==> src/rtl/fp_sqrt_pkg.sv <==
// Shared types and helpers for the iterative floating-point square root.
package fp_sqrt_pkg;

    // Control FSM states.
    typedef enum logic [1:0] {
        IDLE  = 2'd0,
        ITER  = 2'd1,
        ROUND = 2'd2,
        DONE  = 2'd3
    } state_t;

    // Operand classes after flush-to-zero.
    typedef enum logic [1:0] {
        ZERO = 2'd0,
        NORM = 2'd1,
        INF  = 2'd2,
        NAN  = 2'd3
    } fp_class_t;

    // Exponent bias for an exponent field of exp_w bits.
    function automatic int unsigned fp_bias(input int unsigned exp_w);
        return (32'd1 << (exp_w - 32'd1)) - 32'd1;
    endfunction

    // Canonical quiet NaN (sign 0, exponent all ones, mantissa MSB set),
    // right-aligned in a 64-bit word; callers keep the low 1+exp_w+man_w bits.
    function automatic logic [63:0] fp_qnan(input int unsigned exp_w, input int unsigned man_w);
        logic [63:0] ones;
        ones = (64'd1 << exp_w) - 64'd1;
        return (ones << man_w) | (64'd1 << (man_w - 32'd1));
    endfunction

endpackage

==> src/rtl/fp_sqrt_classify.sv <==
// Combinational unpack of an IEEE-754 word into sign/exponent/mantissa and
// class. Denormals are flushed to a zero of the same sign.
module fp_sqrt_classify
    import fp_sqrt_pkg::*;
#(
    parameter int EXP_W = 8,
    parameter int MAN_W = 23
) (
    input  logic [EXP_W+MAN_W:0] data,
    output logic                 sign,
    output logic [EXP_W-1:0]     expo,
    output logic [MAN_W-1:0]     man,
    output fp_class_t            cls
);

    // Field extraction and classification.
    always_comb begin
        sign = data[EXP_W+MAN_W];
        expo = data[EXP_W+MAN_W-1:MAN_W];
        man  = data[MAN_W-1:0];
        cls  = NORM;
        if (data[EXP_W+MAN_W-1:MAN_W] == '0) begin
            cls = ZERO;
            man = '0;
        end else if (data[EXP_W+MAN_W-1:MAN_W] == '1) begin
            cls = (data[MAN_W-1:0] == '0) ? INF : NAN;
        end
    end

endmodule

==> src/rtl/fp_sqrt_iter.sv <==
// Multi-cycle IEEE-754 square root: one root bit per cycle (restoring),
// round-to-nearest-even, valid/ready on both sides, one operation in flight.
//
// Handshake: a transfer happens on a rising edge where valid && ready are
// both high; valid is never withdrawn and data never changes while valid is
// high and ready is low.
module fp_sqrt_iter
    import fp_sqrt_pkg::*;
#(
    parameter int EXP_W = 8,
    parameter int MAN_W = 23
) (
    input  logic                 clk,
    input  logic                 rst,
    input  logic                 in_valid,
    output logic                 in_ready,
    input  logic [EXP_W+MAN_W:0] in_data,
    output logic                 out_valid,
    input  logic                 out_ready,
    output logic [EXP_W+MAN_W:0] out_data,
    output logic                 out_invalid,
    output state_t               dbg_state
);

    localparam int W  = 1 + EXP_W + MAN_W;
    localparam int N  = MAN_W + 2;          // root bits: hidden, fraction, guard
    localparam int RW = MAN_W + 4;          // remainder width
    localparam int CW = $clog2(N + 1);
    localparam int BIAS = fp_bias(EXP_W);
    localparam logic signed [EXP_W+1:0] BIAS_S = (EXP_W + 2)'(BIAS);
    localparam logic [63:0] QNAN64 = fp_qnan(EXP_W, MAN_W);
    localparam logic [W-1:0] QNAN = QNAN64[W-1:0];

    state_t state, state_next;

    logic [CW-1:0]    cnt;
    logic [N-1:0]     root;
    logic [RW-1:0]    rem;
    logic [N-1:0]     rad;
    logic [EXP_W-1:0] res_exp;

    logic             c_sign;
    logic [EXP_W-1:0] c_exp;
    logic [MAN_W-1:0] c_man;
    fp_class_t        c_cls;

    fp_sqrt_classify #(.EXP_W(EXP_W), .MAN_W(MAN_W)) u_classify (
        .data (in_data),
        .sign (c_sign),
        .expo (c_exp),
        .man  (c_man),
        .cls  (c_cls)
    );

    logic                    is_norm;
    logic [W-1:0]            spec_data;
    logic                    spec_inv;
    logic signed [EXP_W+1:0] e_unb, e_adj, exp_sum;
    logic [EXP_W-1:0]        res_exp_next;
    logic [N-1:0]            rad_init;

    // Operand setup: special results, halved exponent and aligned radicand.
    always_comb begin
        is_norm   = (c_cls == NORM) && !c_sign;
        spec_data = '0;
        spec_inv  = 1'b0;
        case (c_cls)
            NAN:  spec_data = QNAN;
            ZERO: spec_data = {c_sign, {(W-1){1'b0}}};
            default: begin
                if (c_sign) begin
                    spec_data = QNAN;
                    spec_inv  = 1'b1;
                end else begin
                    spec_data = in_data;
                end
            end
        endcase
        // An odd unbiased exponent moves one factor of two into the radicand.
        e_unb        = $signed({2'b00, c_exp}) - BIAS_S;
        e_adj        = e_unb - $signed({{(EXP_W+1){1'b0}}, e_unb[0]});
        exp_sum      = (e_adj >>> 1) + BIAS_S;
        res_exp_next = exp_sum[EXP_W-1:0];
        rad_init     = e_unb[0] ? {1'b1, c_man, 1'b0} : {2'b01, c_man};
    end

    logic [RW-1:0]    rem_sh, trial, rem_n;
    logic [N-1:0]     root_n;
    logic             ge;

    // One restoring step: bring down two radicand bits, try root*4+1.
    always_comb begin
        rem_sh = {rem[RW-3:0], rad[N-1:N-2]};
        trial  = {root, 2'b01};
        ge     = (rem_sh >= trial);
        rem_n  = ge ? (rem_sh - trial) : rem_sh;
        root_n = {root[N-2:0], ge};
    end

    logic             round_up, carry;
    logic [MAN_W+1:0] mant_sum;
    logic [MAN_W-1:0] final_man;
    logic [EXP_W-1:0] final_exp;

    // Round-to-nearest-even on guard (root[0]), sticky and LSB (root[1]).
    always_comb begin
        round_up  = root[0] & ((rem != '0) | root[1]);
        mant_sum  = {1'b0, root[N-1:1]} + {{(MAN_W+1){1'b0}}, round_up};
        carry     = mant_sum[MAN_W+1];
        final_man = carry ? '0 : mant_sum[MAN_W-1:0];
        final_exp = res_exp + {{(EXP_W-1){1'b0}}, carry};
    end

    // State register.
    always_ff @(posedge clk) begin
        if (rst) state <= IDLE;
        else     state <= state_next;
    end

    // Next-state logic.
    always_comb begin
        state_next = state;
        case (state)
            IDLE:    if (in_valid) state_next = is_norm ? ITER : DONE;
            ITER:    if (cnt == '0) state_next = ROUND;
            ROUND:   state_next = DONE;
            DONE:    if (out_ready) state_next = IDLE;
            default: state_next = IDLE;
        endcase
    end

    // FSM outputs.
    always_comb begin
        in_ready  = (state == IDLE);
        out_valid = (state == DONE);
        dbg_state = state;
    end

    // Datapath registers: counter, root/remainder/radicand, result.
    always_ff @(posedge clk) begin
        if (rst) begin
            cnt         <= '0;
            root        <= '0;
            rem         <= '0;
            rad         <= '0;
            res_exp     <= '0;
            out_data    <= '0;
            out_invalid <= 1'b0;
        end else begin
            case (state)
                IDLE: begin
                    if (in_valid) begin
                        cnt     <= CW'(N - 1);
                        root    <= '0;
                        rem     <= '0;
                        rad     <= rad_init;
                        res_exp <= res_exp_next;
                        if (!is_norm) begin
                            out_data    <= spec_data;
                            out_invalid <= spec_inv;
                        end
                    end
                end
                ITER: begin
                    rad  <= {rad[N-3:0], 2'b00};
                    rem  <= rem_n;
                    root <= root_n;
                    if (cnt != '0) cnt <= cnt - CW'(1);
                end
                ROUND: begin
                    out_data    <= {1'b0, final_exp, final_man};
                    out_invalid <= 1'b0;
                end
                default: ;
            endcase
        end
    end

endmodule

==> config.mk <==
export PLATFORM = sky130hd
export DESIGN_NAME = fp_sqrt_iter
export DESIGN_NICKNAME = d
export VERILOG_FILES = /design/src/rtl/fp_sqrt_pkg.sv /design/src/rtl/fp_sqrt_classify.sv /design/src/rtl/fp_sqrt_iter.sv
export SDC_FILE = /design/constraint.sdc
export NUM_CORES = 1
export LEC_CHECK = 0
export CORE_UTILIZATION = 55
export CTS_BUF_LIST = sky130_fd_sc_hd__clkbuf_4
export CTS_CLUSTER_SIZE = 14
export DETAILED_ROUTE_END_ITERATION = 7
export GPL_ROUTABILITY_DRIVEN = 1
export PLACE_DENSITY = 0.77
export SLEW_MARGIN = 10
export SYNTH_ARGS = -nofsm -noshare
export SYNTH_HDL_FRONTEND = slang
export SYNTH_SLANG_ARGS = --single-unit
==> constraint.sdc <==
create_clock -name clk -period 3.5 [get_ports clk]
set_input_delay 0.35 -clock clk [delete_from_list [all_inputs] [get_ports clk]]
set_output_delay 0.35 -clock clk [all_outputs]
set_load 0.02 [all_outputs]
== Word level (Yosys, flattened, before mapping) ==
Index checks and enable logic that the tools add are counted.
Storage, ports and cells
  bits in registers: 125
  bits in latches: 0
  RAM bits: 0
  memory bits (read-only): 0
  input port bits: 36
  output and inout port bits: 37
  word-level logic and storage cells: 77
  memories kept: 0
Cells by class
  add/sub/neg operators: 7
  $mul: 0
  div/mod/pow operators: 0
  magnitude comparators: 1
  equal/unequal tests: 11
  shift operators: 0
  mux-type cells: 31
  bitwise logic cells: 2
  reductions and logical operators: 17
Operators with widths (count)
  32-bit case mux with 2 select lines: 2
  25-bit case mux with 2 select lines: 2
  25-bit two-way mux: 3
  32-bit two-way mux: 2
  27-bit two-way mux: 2
  27-bit case mux with 2 select lines: 1
  23-bit two-way mux: 2
  31-bit two-way mux: 1
  27-bit >= comparator: 1
  27-bit nonzero test: 1
  27-bit subtractor: 1
  24-bit by 1-bit adder with 25-bit output: 1
  23-bit zero test: 1
  2-bit two-way mux: 6
  5-bit two-way mux: 2
  5-bit case mux with 2 select lines: 1
  3-bit AND reduction: 3
  8-bit by 7-bit subtractor with 9-bit output, second input constant: 1
  9-bit by 2-bit subtractor with 9-bit output: 1
  8-bit by 1-bit adder with 8-bit output: 1
  8-bit adder, second input constant: 1
  8-bit == test, second input constant: 1
  8-bit zero test: 1
  2-bit inequality test, second input constant: 4
  17 further kinds: 27

== Depth between registers and ports, before layout ==
  word-level depth: 10
  depth in mapped cells: 17
  mapped depth without buffers: 14

== Modules after synthesis ==
A second synthesis with hierarchy kept.
Second synthesis, totals
  cell total of the unflattened synthesis: 1075
  area total of the unflattened synthesis: 8161.6 µm²
By module, submodules not included
  fp_sqrt_iter: times used 1, cells each 1025, area an instance 7846.3 µm²
  fp_sqrt_classify: times used 1, cells each 50, area an instance 315.3 µm²

== Least setup slack after synthesis ==
OpenSTA, ideal clock, no wires.
  path kind: in2reg
  from: input in_data[23]
  to: register out_data[20]
  library setup time: 0.132 ns
  data arrival time: 2.727 ns
  data required time: 3.368 ns
  path slack: 0.641 ns
  stages on the path: 14
  buffers on the path: 4
  cells stage by stage: buf_2 -> inv_1 -> ha_1 -> nor4b_1 -> and2_1 -> clkbuf_1 -> or2_2 -> ha_1 -> nand2b_1 -> clkbuf_1 -> nor2_1 -> clkbuf_1 -> a221oi_1 -> nor3_1
On the way
  longest elaborated chain between the ends: 8
  elaborated cells on any way between the ends: 14
Ends and longest elaborated chain
  from (decl): RTL line fp_sqrt_iter.sv:17  | input logic [EXP_W+MAN_W:0] in_data,
  8-bit == test: RTL line fp_sqrt_classify.sv:25  | end else if (data[EXP_W+MAN_W-1:MAN_W] == '1) begin
  2-bit two-way mux: RTL line fp_sqrt_classify.sv:25
  2-bit two-way mux (*): RTL line fp_sqrt_classify.sv:22  | if (data[EXP_W+MAN_W-1:MAN_W] == '0) begin
  2-bit == test / 2-bit zero test (equally long branches): RTL line fp_sqrt_iter.sv:67  | case (c_cls)
  32-bit case mux with 2 select lines: RTL line fp_sqrt_iter.sv:67
  32-bit two-way mux: RTL line fp_sqrt_iter.sv:158  | if (!is_norm) begin
  32-bit two-way mux: RTL line fp_sqrt_iter.sv:152  | if (in_valid) begin
  32-bit case mux with 2 select lines: RTL line fp_sqrt_iter.sv:150  | case (state)
  to (signal assigned): RTL line fp_sqrt_iter.sv:159  | out_data <= spec_data;
  to (signal assigned): RTL line fp_sqrt_iter.sv:171  | out_data <= {1'b0, final_exp, final_man};
  to (decl): RTL line fp_sqrt_iter.sv:20  | output logic [EXP_W+MAN_W:0] out_data,
Mark *: on every way between the ends. The rest lies on a longest branch, timed or not. The select of a mux whose other input is x is not followed.
A chain may end at the register's enable or synchronous reset.

== Worst setup path after layout ==
  from: register root[15]
  to: register rem[9]
On the way
  longest elaborated chain between the ends: 3
Ends and longest elaborated chain
  from (decl): RTL line fp_sqrt_iter.sv:37  | logic [N-1:0] root;
  from (signal assigned): RTL line fp_sqrt_iter.sv:167  | root <= root_n;
  27-bit >= comparator: RTL line fp_sqrt_iter.sv:95  | ge = (rem_sh >= trial);
  27-bit two-way mux: RTL line fp_sqrt_iter.sv:96  | rem_n = ge ? (rem_sh - trial) : rem_sh;
  27-bit case mux with 2 select lines: RTL line fp_sqrt_iter.sv:150
  to (signal assigned): RTL line fp_sqrt_iter.sv:166  | rem <= rem_n;
  to (decl): RTL line fp_sqrt_iter.sv:38  | logic [RW-1:0] rem;
No other way between the ends.

==> reports/results.tsv <==
metric	value	unit
run_status	finished, final reports clean	
cts_hold_buf	0	
fp.dieW	120	um
fin_cells	1256	
drt_iter0_markers	714	
setup_tns	0	ns
post_cts_buffers	0	
clkLatencyLatePin	0.59	ns
cpMaxStageDelayCell	dfxtp_1	
rsz0062_at_grt	no	
synth_flop_cell	dfxtp_1	
initial_core_util	0.571	
slew_viol_final	0	
slowest_delay	0.50	ns
pwr-share-comb	0.556	
fin_util	0.672	
core-area	13500	sq um
regArea	2500	sq um
maxSlewHeadroom	0.326	
fin_crit	3.21	ns
ant_nets	0	
grt_remaining_overflow	0	
switchingPower	2.95	mW
seqPwrFrac	0.305	
dp_cells	1223	
vias	7570	
crit_type	register to register	
post_drt_wl_per_cell	16.7	um
postCtsResizedCells	0	
fillers	1221	
clk_pin_slew	0.14	ns
cp_max_fo	10	
power_density	721	nW/um^2
power	6.52	mW
critPathCaptureType	register	
firstDrtPassIters	6	
fin_skew	0.0254	ns
cpMostUsedCell	a21oi_1	
cap_violations	0	
start_kind	register	
ios	73	
grt_pass1_wl	33300	um
grt_max_degree	62	
area_delta_synth_final	17.7	%
setup_viol	0	
portBuffers	72	
drt_wl_total	21000	um
die_y	120	um
period_share	0.916	
post-place-ws	-0.0875	ns
place.gp.congestion	0.931	
clock_path_buffers	2	
arrival	3.68	ns
hold_viol_final	0	
antenna_found_initial	1	
power.internal	3.57	mW
syn_avg_cell_area	7.85	sq um
cts-root-buf	clkbuf_4	
die-area	14500	sq um
leakagePower	3.50	nW
grt_usage	0.292	
yosysWarnings	0	
tightest_slew	1.01	ns
ys_seq_elements	125	
numClockSinks	125	
power_frac_clock	0.140	
crit_required	3.98	ns
layout_setup_ws	0.295	ns
htreeDepth	4	
layout-drive-gt1-share	0.0982	
peakVddDrop	0.513	mV
nets	1145	
cts_tree	done	
cts_buffers	17	
async_flop_share	0	
synth_edf_count	0	
rows	42	
hold_path.class	primary input to register	
syn_area	7690	sq um
p_sw_frac	0.452	
grt_pass1_vias	6840	
vias_per_cell	6.03	
fmax	0.312	GHz
drc	0	
dp_hpwl	15300	um
netlist_instances	979	
synth-seq-area-share	0.326	
yosys.cell_types.count	65	
syn_nets	1058	
multi_input_area	4800	sq um
crit_chain	inv_1, ha_1, a21oi_1, a21oi_1, a211oi_1, o21ai_0, o21ai_1, and2_1, nand2b_1, a32o_1	
[final timing paths]
kind | from | cells after the start | end | slack, ns
worst max-delay path | root[15] | 10 | rem[9] | 0.29
worst min-delay path | rst | 2 | dbg_state[1] | 0.19
worst max register to register | root[15] | 10 | rem[9] | 0.29
worst min register to register | out_data[31] | 2 | out_data[31] | 0.47
[per-stage QoR]
| step | hold WS, ns | area (sq um) |
|---|---|---|
| final | 0.188 | 9050 |
| after global routing | 0.164 | 9050 |
| after CTS | 0.171 | 9040 |
| after detailed placement | 0.445 | 8800 |
| after global placement | 0.445 | 8800 |
| after floorplan | 0.437 | 7690 |
[cell type report]
class | instances | share of cell area
inverter | 46 | 0.0191
timing repair buffer | 124 | 0.123
clock inverter | 15 | 0.0129
sequential | 125 | 0.277
clock buffer | 17 | 0.0141
tap | 176 | 0.0243
antenna | 1 | 0.000277
multi-input combinational | 752 | 0.530
[critical path: cells and delay by family (launching register included)]
family	cells	cell delay [ns]
AO/OA/AOI/OAI	6	1.45
AND/OR/NAND/NOR	2	0.60
flip-flops	1	0.50
adder cells (fa/ha/maj)	1	0.40
buffers and inverters	1	0.15
[power groups by stage]
stage               clock, mW  combinational (mW)  sequential [mW]
detailed placement          0                3.57             2.01
global route            0.980                3.98             2.02
global placement            0                3.52             2.01
finish                  0.909                3.62             1.99
floorplan                   0                2.44             2.10
CTS                     0.918                3.59             1.98
[routing by layer]
layer | track usage | share of wire
met5 | 0 | 0
met4 | 0.0872 | 0.017
met3 | 0.0670 | 0.056
met2 | 0.468 | 0.46
met1 | 0.392 | 0.47
[state kept, by name, summed over array words and instances, names as in the netlist]
name,count
rad,25
root,25
res_exp,8
out_invalid,1
cnt,5
rem,27
dbg_state,2
out_data,32
[cells by family (layout without fill, tap and decap cells)]
family,Yosys count,in the layout,share of synthesized area
AO/OA/AOI/OAI,291,291,0.244
XOR/XNOR,67,67,0.0783
adder cells (fa/ha/maj),43,43,0.0700
buffers and inverters,102,202,0.0534
flip-flops,125,125,0.326
multiplexers,21,21,0.0275
other,0,1,0
AND/OR/NAND/NOR,330,330,0.201
[cell usage in the layout, fill, tap and decap left out, types with 13 or more instances in the layout]
cell type	Yosys	final
nor4_1	14	14
a221o_1	14	14
nand4_1	13	13
nor3_1	36	36
nand2_1	85	85
clkbuf_4	0	17
a22oi_1	26	26
dfxtp_1	125	125
inv_1	44	44
clkdlybuf4s50_1	0	71
nor2_1	110	110
a21oi_1	85	83
xor2_1	18	18
o21ai_0	79	79
nand3_1	25	25
xnor2_1	47	47
buf_4	5	53
ha_1	43	43
mux2i_1	20	20
[synthesized netlist by cell type (9+ instances only)]
cell type  number  area, sq um
nand3_1        25          125
xor2_1         18          158
a22oi_1        26          195
a21oi_1        85          425
nor3_1         36          180
o21ai_0        79          395
a21o_1         10         75.1
nand2_1        85          319
a222oi_1        9         90.1
nand4_1        13         81.3
a221o_1        14          140
dfxtp_1       125         2500
mux2i_1        20          200
clkbuf_1       44          165
ha_1           43          538
xnor2_1        47          412
inv_1          44          165
nor2_1        110          413
and3_1          9         56.3
nor4_1         14         87.6
a311oi_1       11         96.3
Note: power is estimated with default switching activity, not from simulation.
